$ cat config.mk
export PLATFORM = sky130hd
export DESIGN_NAME = recv_arp_pkt
export DESIGN_NICKNAME = d
export VERILOG_FILES = /design/src/rtl/recv_arp_pkt.sv
export SDC_FILE = /design/constraint.sdc
export NUM_CORES = 1
export LEC_CHECK = 0
export ABC_AREA = 1
export CORE_MARGIN = 2
export CORE_UTILIZATION = 38
export DETAILED_ROUTE_END_ITERATION = 6
export GPL_TIMING_DRIVEN = 0
export PLACE_DENSITY = 0.69
export SLEW_MARGIN = 40
export SYNTH_ARGS = -nofsm -noshare
export SYNTH_HDL_FRONTEND = slang
export SYNTH_SLANG_ARGS = --single-unit
$ cat constraint.sdc
create_clock -name clk -period 4.45 [get_ports clk]
set_input_delay 0.89 -clock clk [delete_from_list [all_inputs] [get_ports clk]]
set_output_delay 0.89 -clock clk [all_outputs]
set_load 0.05 [all_outputs]
$ cat src/rtl/recv_arp_pkt.sv
// Receive-side ARP responder: parses the RX word stream, accepts ARP requests for
// the local IP, holds one reply descriptor and hands it to the ARP sender.
module recv_arp_pkt (
    input  logic        clk,
    input  logic        rst_n,
    input  logic [47:0] i_my_mac,
    input  logic [31:0] i_my_ip,
    input  logic        i_rx_sop,
    input  logic        i_rx_eop,
    input  logic        i_rx_vld,
    input  logic [31:0] i_rx_data,
    output logic        o_rx_rdy,
    input  logic        i_tx_ready,
    output logic        o_sync,
    output logic [47:0] o_dst_mac,
    output logic [47:0] o_src_mac,
    output logic [15:0] o_arp_opcode,
    output logic [47:0] o_arp_sha,
    output logic [31:0] o_arp_spa,
    output logic [47:0] o_arp_tha,
    output logic [31:0] o_arp_tpa,
    output logic [15:0] o_req_cnt,
    output logic [7:0]  o_drop_cnt
);

    localparam int unsigned WCNT_W = 4;
    localparam logic [WCNT_W-1:0] LAST_W = WCNT_W'(10);

    typedef enum logic [1:0] {P_IDLE, P_HDR, P_SKIP} p_state_t;
    typedef enum logic [2:0] {S_EMPTY, S_PEND, S_FIRE, S_WLO, S_WHI} s_state_t;

    p_state_t           p_state, p_nxt;
    s_state_t           s_state, s_nxt;
    logic [WCNT_W-1:0]  wcnt, wcnt_nxt;
    logic               ok, ok_nxt;
    logic               hi_bc, hi_bc_nxt, hi_my, hi_my_nxt;
    logic [47:0]        src_q, src_nxt, sha_q, sha_nxt;
    logic [31:0]        spa_q, spa_nxt;
    logic               w0_bc, w0_my, word_ok;
    logic               accept_c, capture_c, drop_c, sync_nxt;

    assign o_rx_rdy = 1'b1;

    // Parser: per-word header check, shadow capture, and end-of-frame evaluation
    always_comb begin
        p_nxt     = p_state;
        wcnt_nxt  = wcnt;
        ok_nxt    = ok;
        hi_bc_nxt = hi_bc;
        hi_my_nxt = hi_my;
        src_nxt   = src_q;
        sha_nxt   = sha_q;
        spa_nxt   = spa_q;
        accept_c  = 1'b0;
        w0_bc     = (i_rx_data[15:0] == 16'hFFFF);
        w0_my     = (i_rx_data[15:0] == i_my_mac[47:32]);
        word_ok   = 1'b1;
        case (wcnt)
            WCNT_W'(1):  word_ok = (hi_bc && (i_rx_data == 32'hFFFF_FFFF)) ||
                                   (hi_my && (i_rx_data == i_my_mac[31:0]));
            WCNT_W'(3):  word_ok = (i_rx_data[15:0] == 16'h0806);
            WCNT_W'(4):  word_ok = (i_rx_data == 32'h0001_0800);
            WCNT_W'(5):  word_ok = (i_rx_data == 32'h0604_0001);
            WCNT_W'(10): word_ok = (i_rx_data == i_my_ip);
            default:     word_ok = 1'b1;
        endcase
        if (i_rx_vld) begin
            if (i_rx_sop) begin
                // sop always (re)starts a frame, aborting any frame in progress
                wcnt_nxt  = WCNT_W'(1);
                ok_nxt    = w0_bc || w0_my;
                hi_bc_nxt = w0_bc;
                hi_my_nxt = w0_my;
                p_nxt     = i_rx_eop ? P_IDLE : P_HDR;
            end else begin
                case (p_state)
                    P_HDR: begin
                        ok_nxt   = ok && word_ok;
                        wcnt_nxt = wcnt + WCNT_W'(1);
                        case (wcnt)
                            WCNT_W'(2): src_nxt[47:16] = i_rx_data;
                            WCNT_W'(3): src_nxt[15:0]  = i_rx_data[31:16];
                            WCNT_W'(6): sha_nxt[47:16] = i_rx_data;
                            WCNT_W'(7): begin
                                sha_nxt[15:0]  = i_rx_data[31:16];
                                spa_nxt[31:16] = i_rx_data[15:0];
                            end
                            WCNT_W'(8): spa_nxt[15:0]  = i_rx_data[31:16];
                            default: ;
                        endcase
                        if (wcnt == LAST_W) begin
                            wcnt_nxt = wcnt;
                            if (i_rx_eop) begin
                                accept_c = ok && word_ok;
                                p_nxt    = P_IDLE;
                            end else begin
                                p_nxt    = P_SKIP;
                            end
                        end else if (i_rx_eop) begin
                            p_nxt = P_IDLE;
                        end
                    end
                    P_SKIP: begin
                        if (i_rx_eop) begin
                            accept_c = ok;
                            p_nxt    = P_IDLE;
                        end
                    end
                    default: ;
                endcase
            end
        end
    end

    // Reply slot: one pending descriptor, sync pulse, then track the sender's ready
    always_comb begin
        s_nxt     = s_state;
        sync_nxt  = 1'b0;
        capture_c = accept_c && (s_state == S_EMPTY);
        drop_c    = accept_c && (s_state != S_EMPTY);
        case (s_state)
            S_EMPTY: if (capture_c) s_nxt = S_PEND;
            S_PEND: begin
                if (i_tx_ready) begin
                    sync_nxt = 1'b1;
                    s_nxt    = S_FIRE;
                end
            end
            S_FIRE:  s_nxt = S_WLO;
            S_WLO:   if (!i_tx_ready) s_nxt = S_WHI;
            S_WHI:   if (i_tx_ready) s_nxt = S_EMPTY;
            default: s_nxt = S_EMPTY;
        endcase
    end

    always_ff @(posedge clk or negedge rst_n) begin
        if (!rst_n) begin
            p_state <= P_IDLE;
            s_state <= S_EMPTY;
            wcnt    <= '0;
            ok      <= 1'b0;
            hi_bc   <= 1'b0;
            hi_my   <= 1'b0;
            src_q   <= '0;
            sha_q   <= '0;
            spa_q   <= '0;
        end else begin
            p_state <= p_nxt;
            s_state <= s_nxt;
            wcnt    <= wcnt_nxt;
            ok      <= ok_nxt;
            hi_bc   <= hi_bc_nxt;
            hi_my   <= hi_my_nxt;
            src_q   <= src_nxt;
            sha_q   <= sha_nxt;
            spa_q   <= spa_nxt;
        end
    end

    // Registered outputs: descriptor only changes on capture
    always_ff @(posedge clk or negedge rst_n) begin
        if (!rst_n) begin
            o_sync       <= 1'b0;
            o_dst_mac    <= '0;
            o_src_mac    <= '0;
            o_arp_opcode <= '0;
            o_arp_sha    <= '0;
            o_arp_spa    <= '0;
            o_arp_tha    <= '0;
            o_arp_tpa    <= '0;
            o_req_cnt    <= '0;
            o_drop_cnt   <= '0;
        end else begin
            o_sync <= sync_nxt;
            if (capture_c) begin
                o_dst_mac    <= src_q;
                o_src_mac    <= i_my_mac;
                o_arp_opcode <= 16'h0002;
                o_arp_sha    <= i_my_mac;
                o_arp_spa    <= i_my_ip;
                o_arp_tha    <= sha_q;
                o_arp_tpa    <= spa_q;
                o_req_cnt    <= o_req_cnt + 16'd1;
            end
            if (drop_c && (o_drop_cnt != 8'hFF)) begin
                o_drop_cnt <= o_drop_cnt + 8'd1;
            end
        end
    end

endmodule

==> impl_metrics.env, run 1 <==
export IMPL_ys_top_cells_by_count="nand2_1 (905), dfrtp_1 (374), o21ai_0 (177), inv_1 (111)"
export IMPL_period_needed_ps=4110
export IMPL_path_cells="clkdlybuf4s50_1 -> inv_1 -> a21boi_0 -> nand2_1 -> nor2_1 -> nand2_1 -> nor2_1 -> nand3_1 -> nand2_1 -> nand2_1 -> nand3_1 -> nand3_1 -> nand2_1 -> nand3_2 -> inv_2 -> buf_8 -> buf_6 -> nand2_1 -> nand2_1"
export IMPL_clkTransAtPathRegs_ps=60
export IMPL_sw_frac_of_total_pct=26.6
export IMPL_top_usage_layer="met2"
export IMPL_synth_top_cell_by_area="dfrtp_1"
export IMPL_yosys_register_bits=374
export IMPL_syn_to_final_growth_pct=38.0
export IMPL_regToRegSetupSlack_ps=550
export IMPL_slew_headroom_pct=41.6
export IMPL_synth_top_area_share_pct=56.3
export IMPL_grt_max_degree=80
export IMPL_syn_area_mm2=0.0166
export IMPL_crit_slowest_cell="clkdlybuf4s50_1"
export IMPL_cts_resized_gates=0
export IMPL_placed_area_mm2=0.0215
export IMPL_cts_max_level=2
export IMPL_grt_pass1_wl_mm=91.4
export IMPL_synth_area_top_cells="dfrtp_1 (56%), nand2_1 (20%), o21ai_0 (5.3%)"
export IMPL_ys_flop_type="dfrtp_1"
export IMPL_dp_hpwl_mm=46.8
export IMPL_critPathMostFrequentCell="nand2_1"
export IMPL_finalMaxSlewViolations=0
export IMPL_start_util_pct=38.6
export IMPL_ys_warn_count=0
export IMPL_drt_iter0_drc=1153
export IMPL_synth_most_common_cell="nand2_1"
export IMPL_num_fill_cells=3960
export IMPL_design_area_mm2=0.0229
export IMPL_dr_total_vias=15100
export IMPL_r2r_end="o_arp_tha[15]"
export IMPL_wire_per_inst_um=20.2
export IMPL_portBuffers=396
export IMPL_max_cap_violations=0
export IMPL_clock_latency_ps=570
export IMPL_reg2reg_depth=22
export IMPL_ys_seq_area_share_pct=56.3
export IMPL_grt_overflow=0
export IMPL_drive_gt1_share_pct=8.02
export IMPL_post_place_ws_ps=-174
export IMPL_syn_inst=1981
export IMPL_crit_type="in2reg"
export IMPL_rsz0062_at_grt="no"
export IMPL_finalHoldViolations=0
export IMPL_cts_setup_buffers=0
export IMPL_io_pins=416
export IMPL_ctsLongestPathBuffers=3
export IMPL_crit_arrival_ps=4620
export IMPL_gp_congestion=0.917
export IMPL_avgSynthCellArea_um2=8.38
export IMPL_fin_worst_skew_ps=15.6
export IMPL_cts_tree="built"
export IMPL_fin_crit_sh_pct=92.4
export IMPL_cts_hold_buf=0
export IMPL_p_int_mw=6.09
export IMPL_pwr_share_comb_pct=10.8
export IMPL_drt_wl_total_mm=61.7
export IMPL_hold_class="in2async"
export IMPL_grt_use_total_pct=27.3
export IMPL_clkPwrFrac_pct=42.5
export IMPL_critPathMaxFanout=10
export IMPL_ant_nets=0
export IMPL_first_global_vias=15000
export IMPL_crit_path_end_kind="flop"
export IMPL_vias_per_cell=4.94
export IMPL_ys_types=33
export IMPL_ff_latch_area_mm2=0.00936
export IMPL_cpPeakStageDelay_ps=700
export IMPL_root_buffer="clkbuf_16"
export IMPL_met1_usage_pct=34.7
export IMPL_max_freq_mhz=243
export IMPL_r2r_start="wcnt[0]"
export IMPL_antenna_found_initial=12
export IMPL_synth_edf_count=0
export IMPL_worstMarginPinSlew_ps=876
export IMPL_fp_dieW_um=213
export IMPL_met3_usage_pct=6.00
export IMPL_cts_made_buffers=42
export IMPL_multiInputGateArea_mm2=0.00589
export IMPL_startpoint_type="primary input"
export IMPL_first_pass_iters=6
export IMPL_row_count=76
export IMPL_die_area_mm2=0.0454
export IMPL_fin_ws_ps=337
export IMPL_clock_sinks=374
export IMPL_core_area_mm2=0.0431
export IMPL_grt_use_met2_pct=46.3
export IMPL_outcome="completed"
export IMPL_power_density_mw_per_mm2=362
export IMPL_ir_drop_v=0.000242
export IMPL_final_setup_viol_count=0
export IMPL_drc_errors=0
export IMPL_seqPwrFrac_pct=46.7
export IMPL_die_y_um=213
export IMPL_fin_nets=2566
export IMPL_async_flop_share_pct=100
export IMPL_p_leak_nw=11.5
export IMPL_crit_required_ps=4960
export IMPL_power_net_switching_mw=2.21
-- stage by stage --
stage                     hold slack [ps]  util, %  power (mW)  instances  setup TNS [ps]
final                                 123     53.2        8.30       3062               0
after CTS                             103     53.2        8.34       3055               0
after detailed placement              462     49.9        4.82       2981          -16910
after floorplan                       442        -        4.35       1995               0
after global routing                  102     53.2        8.62       3059               0
after global placement                452     49.6        4.77       2976        -5041380
-- final cells by class --
cell class	count	area share, %
Timing Repair Buffer	401	17.9
Tap cell	585	3.19
Buffer	149	4.28
Multi-Input combinational cell	1356	25.7
Clock inverter	13	0.628
Sequential cell	374	40.8
Clock buffer	61	5.47
Antenna cell	7	0.0764
Inverter	116	1.90
-- registers in the layout (all words and copies together), names as in the netlist, 2 cells and up --
register,count
o_arp_sha,48
o_arp_spa,32
o_arp_tha,48
o_arp_tpa,32
o_drop_cnt,8
o_dst_mac,48
o_req_cnt,16
p_state,2
s_state,3
sha_q,48
spa_q,32
src_q,48
wcnt,4
-- power by group through the flow --
stage,sequential (mW),combinational [mW],clock (mW)
after floorplan,3.89,0.466,0
after global placement,3.93,0.845,0
after detailed placement,3.93,0.895,0
after CTS,3.87,0.899,3.57
after global routing,3.91,1.00,3.72
final,3.88,0.897,3.53
-- layer usage --
| metal | vias to the layer above | share of wire [%] |
|---|---|---|
| met2 | 608 | 48 |
| li1 | 7068 | - |
| met5 | - | 0.068 |
| met4 | 6 | 3.0 |
| met1 | 7319 | 41 |
| met3 | 116 | 7.4 |
-- worst max path at each step --
stage,start,slack [ps],end,depth (start not counted)
3_3_place_gp,rst_n,-13510,o_req_cnt[10],1
4_1_cts,i_rx_data[0],420,o_arp_tha[15],19
3_5_place_dp,i_rx_data[0],-170,o_arp_tha[15],19
2_1_floorplan,i_rx_data[1],1680,o_arp_sha[10],14
5_1_grt,i_rx_data[0],170,o_arp_spa[2],19
6_report,i_rx_data[0],340,o_arp_tha[15],19
-- cells by family after synthesis --
kind of cell	count (synthesis)	share of synthesized area (%)
flops	374	56.3
other cells	2	0.0452
fa+ha+maj	8	0.603
buf+inv	265	8.52
simple gates	1092	26.1
xor+xnor	45	2.37
compound gates	195	6.06
-- placed cells by master, fill, tap and decap left out, types with 3 or more instances in the layout --
cell type,instances
diode_2,7
or2_2,3
buf_2,30
clkbuf_16,43
nor2_1,56
xor2_1,30
ha_1,8
nor3_1,15
clkinv_2,5
buf_6,16
buf_4,67
clkbuf_1,41
inv_1,111
buf_16,5
conb_1,16
nand2_1,905
o21ai_0,177
clkbuf_8,11
clkdlybuf4s50_1,395
o21ai_1,3
a221oi_1,3
nand4_1,32
nand3_1,67
inv_2,5
xnor2_1,15
o22ai_1,4
clkinvlp_4,4
nor4_1,10
dfrtp_1,374
-- critical path: cells and delay by family --
kind / cells / cell delay [ps]
compound gates: 1 / 240
buf+inv: 5 / 1800
simple gates: 13 / 1650
(Power assumes the default switching activity.)
==> inputs of run 2 (changes only) <==
- ABC_AREA: 1 -> default
- DONT_BUFFER_PORTS: default -> 1
- PLACE_DENSITY: 0.69 -> 0.57
==> impl_metrics.env, run 2 <==
export IMPL_fin_worst_skew_ps=19.3
export IMPL_crit_arrival_ps=4680
export IMPL_row_count=76
export IMPL_violations="max-slew violations"
export IMPL_synth_edf_count=0
export IMPL_cts_made_buffers=42
export IMPL_tns_ps=0
export IMPL_crit_type="reg2reg"
export IMPL_crit_path_end_kind="flop"
export IMPL_max_freq_mhz=236
export IMPL_outcome="complete, but fails checks"
export IMPL_finalHoldViolations=0
export IMPL_io_pins=416
export IMPL_dr_total_vias=10200
export IMPL_clock_latency_ps=570
export IMPL_finalMaxSlewViolations=127
export IMPL_drive_gt1_share_pct=25.7
export IMPL_design_area_mm2=0.0187
export IMPL_wire_per_inst_um=26.6
export IMPL_synth_area_top_cells="dfrtp_1 (57%), mux2_1 (12%), mux2_2 (11%)"
export IMPL_fp_dieW_um=212
export IMPL_placed_area_mm2=0.0173
export IMPL_ys_flop_type="dfrtp_1"
export IMPL_grt_pass1_wl_mm=72.0
export IMPL_cts_setup_buffers=0
export IMPL_fin_cells=1917
export IMPL_ys_top_cells_by_count="dfrtp_1 (374), mux2_1 (169), mux2_2 (160), buf_4 (75), clkbuf_1 (53)"
export IMPL_slew_headroom_pct=-19.3
export IMPL_ant_nets=0
export IMPL_fin_crit_sh_pct=95.1
export IMPL_crit_required_ps=4900
export IMPL_period_needed_ps=4230
export IMPL_ys_types=63
export IMPL_syn_inst=1238
export IMPL_met1_usage_pct=28.6
export IMPL_start_util_pct=38.4
export IMPL_grt_overflow=0
export IMPL_startpoint_type="flop"
export IMPL_synth_top_area_share_pct=56.7
export IMPL_avgSynthCellArea_um2=13.3
export IMPL_drt_iter0_drc=708
export IMPL_antenna_found_initial=5
export IMPL_p_leak_nw=9.39
export IMPL_met3_usage_pct=7.15
export IMPL_yosys_register_bits=374
export IMPL_ir_drop_v=0.000348
export IMPL_max_cap_violations=0
export IMPL_drt_wl_total_mm=51.1
export IMPL_first_global_vias=10400
export IMPL_worstMarginPinSlew_ps=1790
export IMPL_syn_area_mm2=0.0165
export IMPL_top_usage_layer="met2"
export IMPL_layout_commonest_cell="dfrtp_1"
export IMPL_root_buffer="clkbuf_16"
export IMPL_fin_nets=1425
export IMPL_vias_per_cell=5.30
export IMPL_ys_seq_area_share_pct=56.7
export IMPL_final_cell_mix="dfrtp_1 (374), mux2_1 (169), mux2_2 (160)"
export IMPL_die_y_um=212
export IMPL_dp_cells=1838
export IMPL_die_area_mm2=0.0451
export IMPL_cts_max_level=2
export IMPL_ctsLongestPathBuffers=3
export IMPL_grt_use_total_pct=22.4
export IMPL_post_route_util_pct=43.6
export IMPL_synth_top_cell_by_area="dfrtp_1"
export IMPL_dp_hpwl_mm=36.0
export IMPL_grt_max_degree=364
export IMPL_clock_sinks=374
export IMPL_drc_errors=0
export IMPL_ys_warn_count=0
export IMPL_clkTransAtPathRegs_ps=60
export IMPL_portBuffers=0
export IMPL_async_flop_share_pct=100
export IMPL_power_density_mw_per_mm2=446
export IMPL_syn_to_final_growth_pct=13.5
export IMPL_synth_most_common_cell="dfrtp_1"
export IMPL_first_pass_iters=5
export IMPL_final_setup_viol_count=0
export IMPL_critPathMaxFanout=10
export IMPL_hold_class="in2async"
export IMPL_gp_congestion=0.885
export IMPL_grt_use_met2_pct=36.0
export IMPL_core_area_mm2=0.0430
export IMPL_cts_tree="built"
run 2: changes by cell type after synthesis, moves of 23 or more:
cell	before	now
nand3_1	67	19
o21ai_0	177	24
nor2_1	56	33
inv_1	111	19
mux2_2	0	160
mux2_1	0	169
nand2_1	905	36
buf_2	30	2
xnor2_1	15	46
run 2: critical path, cell delays in order, from the launching register on:
cell	delay (ps)
dfrtp_1	440
inv_1	110
ha_1	200
buf_2	170
nand3b_1	150
clkbuf_1	420
nor2_1	100
o32ai_1	440
nand4_1	160
or4_1	520
o31ai_2	360
a31oi_2	310
nor3_1	370
mux2_2	370
run 2: path summary, 6_finish.rpt:
path	end	from	cells past startpoint	slack (ps)
setup / recovery	o_drop_cnt[1]	wcnt[0]	13	220
max in group asynchronous	o_dst_mac[18]	rst_n	0	2990
hold / removal	o_req_cnt[13]	rst_n	0	50
setup reg to reg	o_drop_cnt[1]	wcnt[0]	13	220
hold reg to reg	o_arp_tha[32]	sha_q[32]	1	480
min in group clk	s_state[2]	i_tx_ready	1	400
run 2: cell type report:
| class | instances | area (um2) |
|---|---|---|
| clock buffer | 64 | 1240 |
| clock inverter | 10 | 106 |
| multi-input combinational | 715 | 6270 |
| sequential | 374 | 9360 |
| antenna | 3 | 7.51 |
| tap | 585 | 732 |
| timing repair buffer | 3 | 27.5 |
| fill | 3984 | 24200 |
| buffer | 144 | 923 |
| inverter | 19 | 71.3 |
run 2: kinds of logic after synthesis:
kind of cell	Yosys count	share of synthesized area, %
adder cells (fa/ha/maj)	8	0.606
buffers and inverters	163	5.88
AND/OR/NAND/NOR	196	6.66
XOR/XNOR	76	4.03
AO/OA/AOI/OAI	88	3.55
other	2	0.0455
flip-flops	374	56.7
multiplexers	331	22.6
run 2: timing repair:
item	in CTS	in global routing
hold buffers	2	0
gates resized for setup	1	9
hold endpoints to repair	8	0
pin swaps	0	1
setup endpoints to repair	9	203
run 2: metal layers:
layer / vias up / part of all wire [%]
met3: 88 / 8.6
met4: 2 / 2.8
li1: 4415 / -
met5: - / 0.025
met2: 394 / 48
met1: 5262 / 41
run 2: power by group:
group          total [mW]  internal (mW)  switching, mW
combinational       0.889          0.455          0.434
clock                3.44           2.04           1.40
sequential           4.03           3.82          0.218
run 2: per-stage QoR:
stage / setup slack, ps / hold WS (ps) / power, mW
after floorplan: 757 / 443 / 4.71
after global placement: -460 / 458 / 4.91
after detailed placement: -212 / 466 / 4.97
after CTS: 76.9 / 5.40 / 8.46
after global routing: -6.23 / 11.2 / 8.73
final: 216 / 48.4 / 8.36
==> inputs of run 3 (changes only) <==
- TNS_END_PERCENT: default -> 1
==> results of run 3 <==
No change in the layout: final DEF, timing and power equal those of run 2.
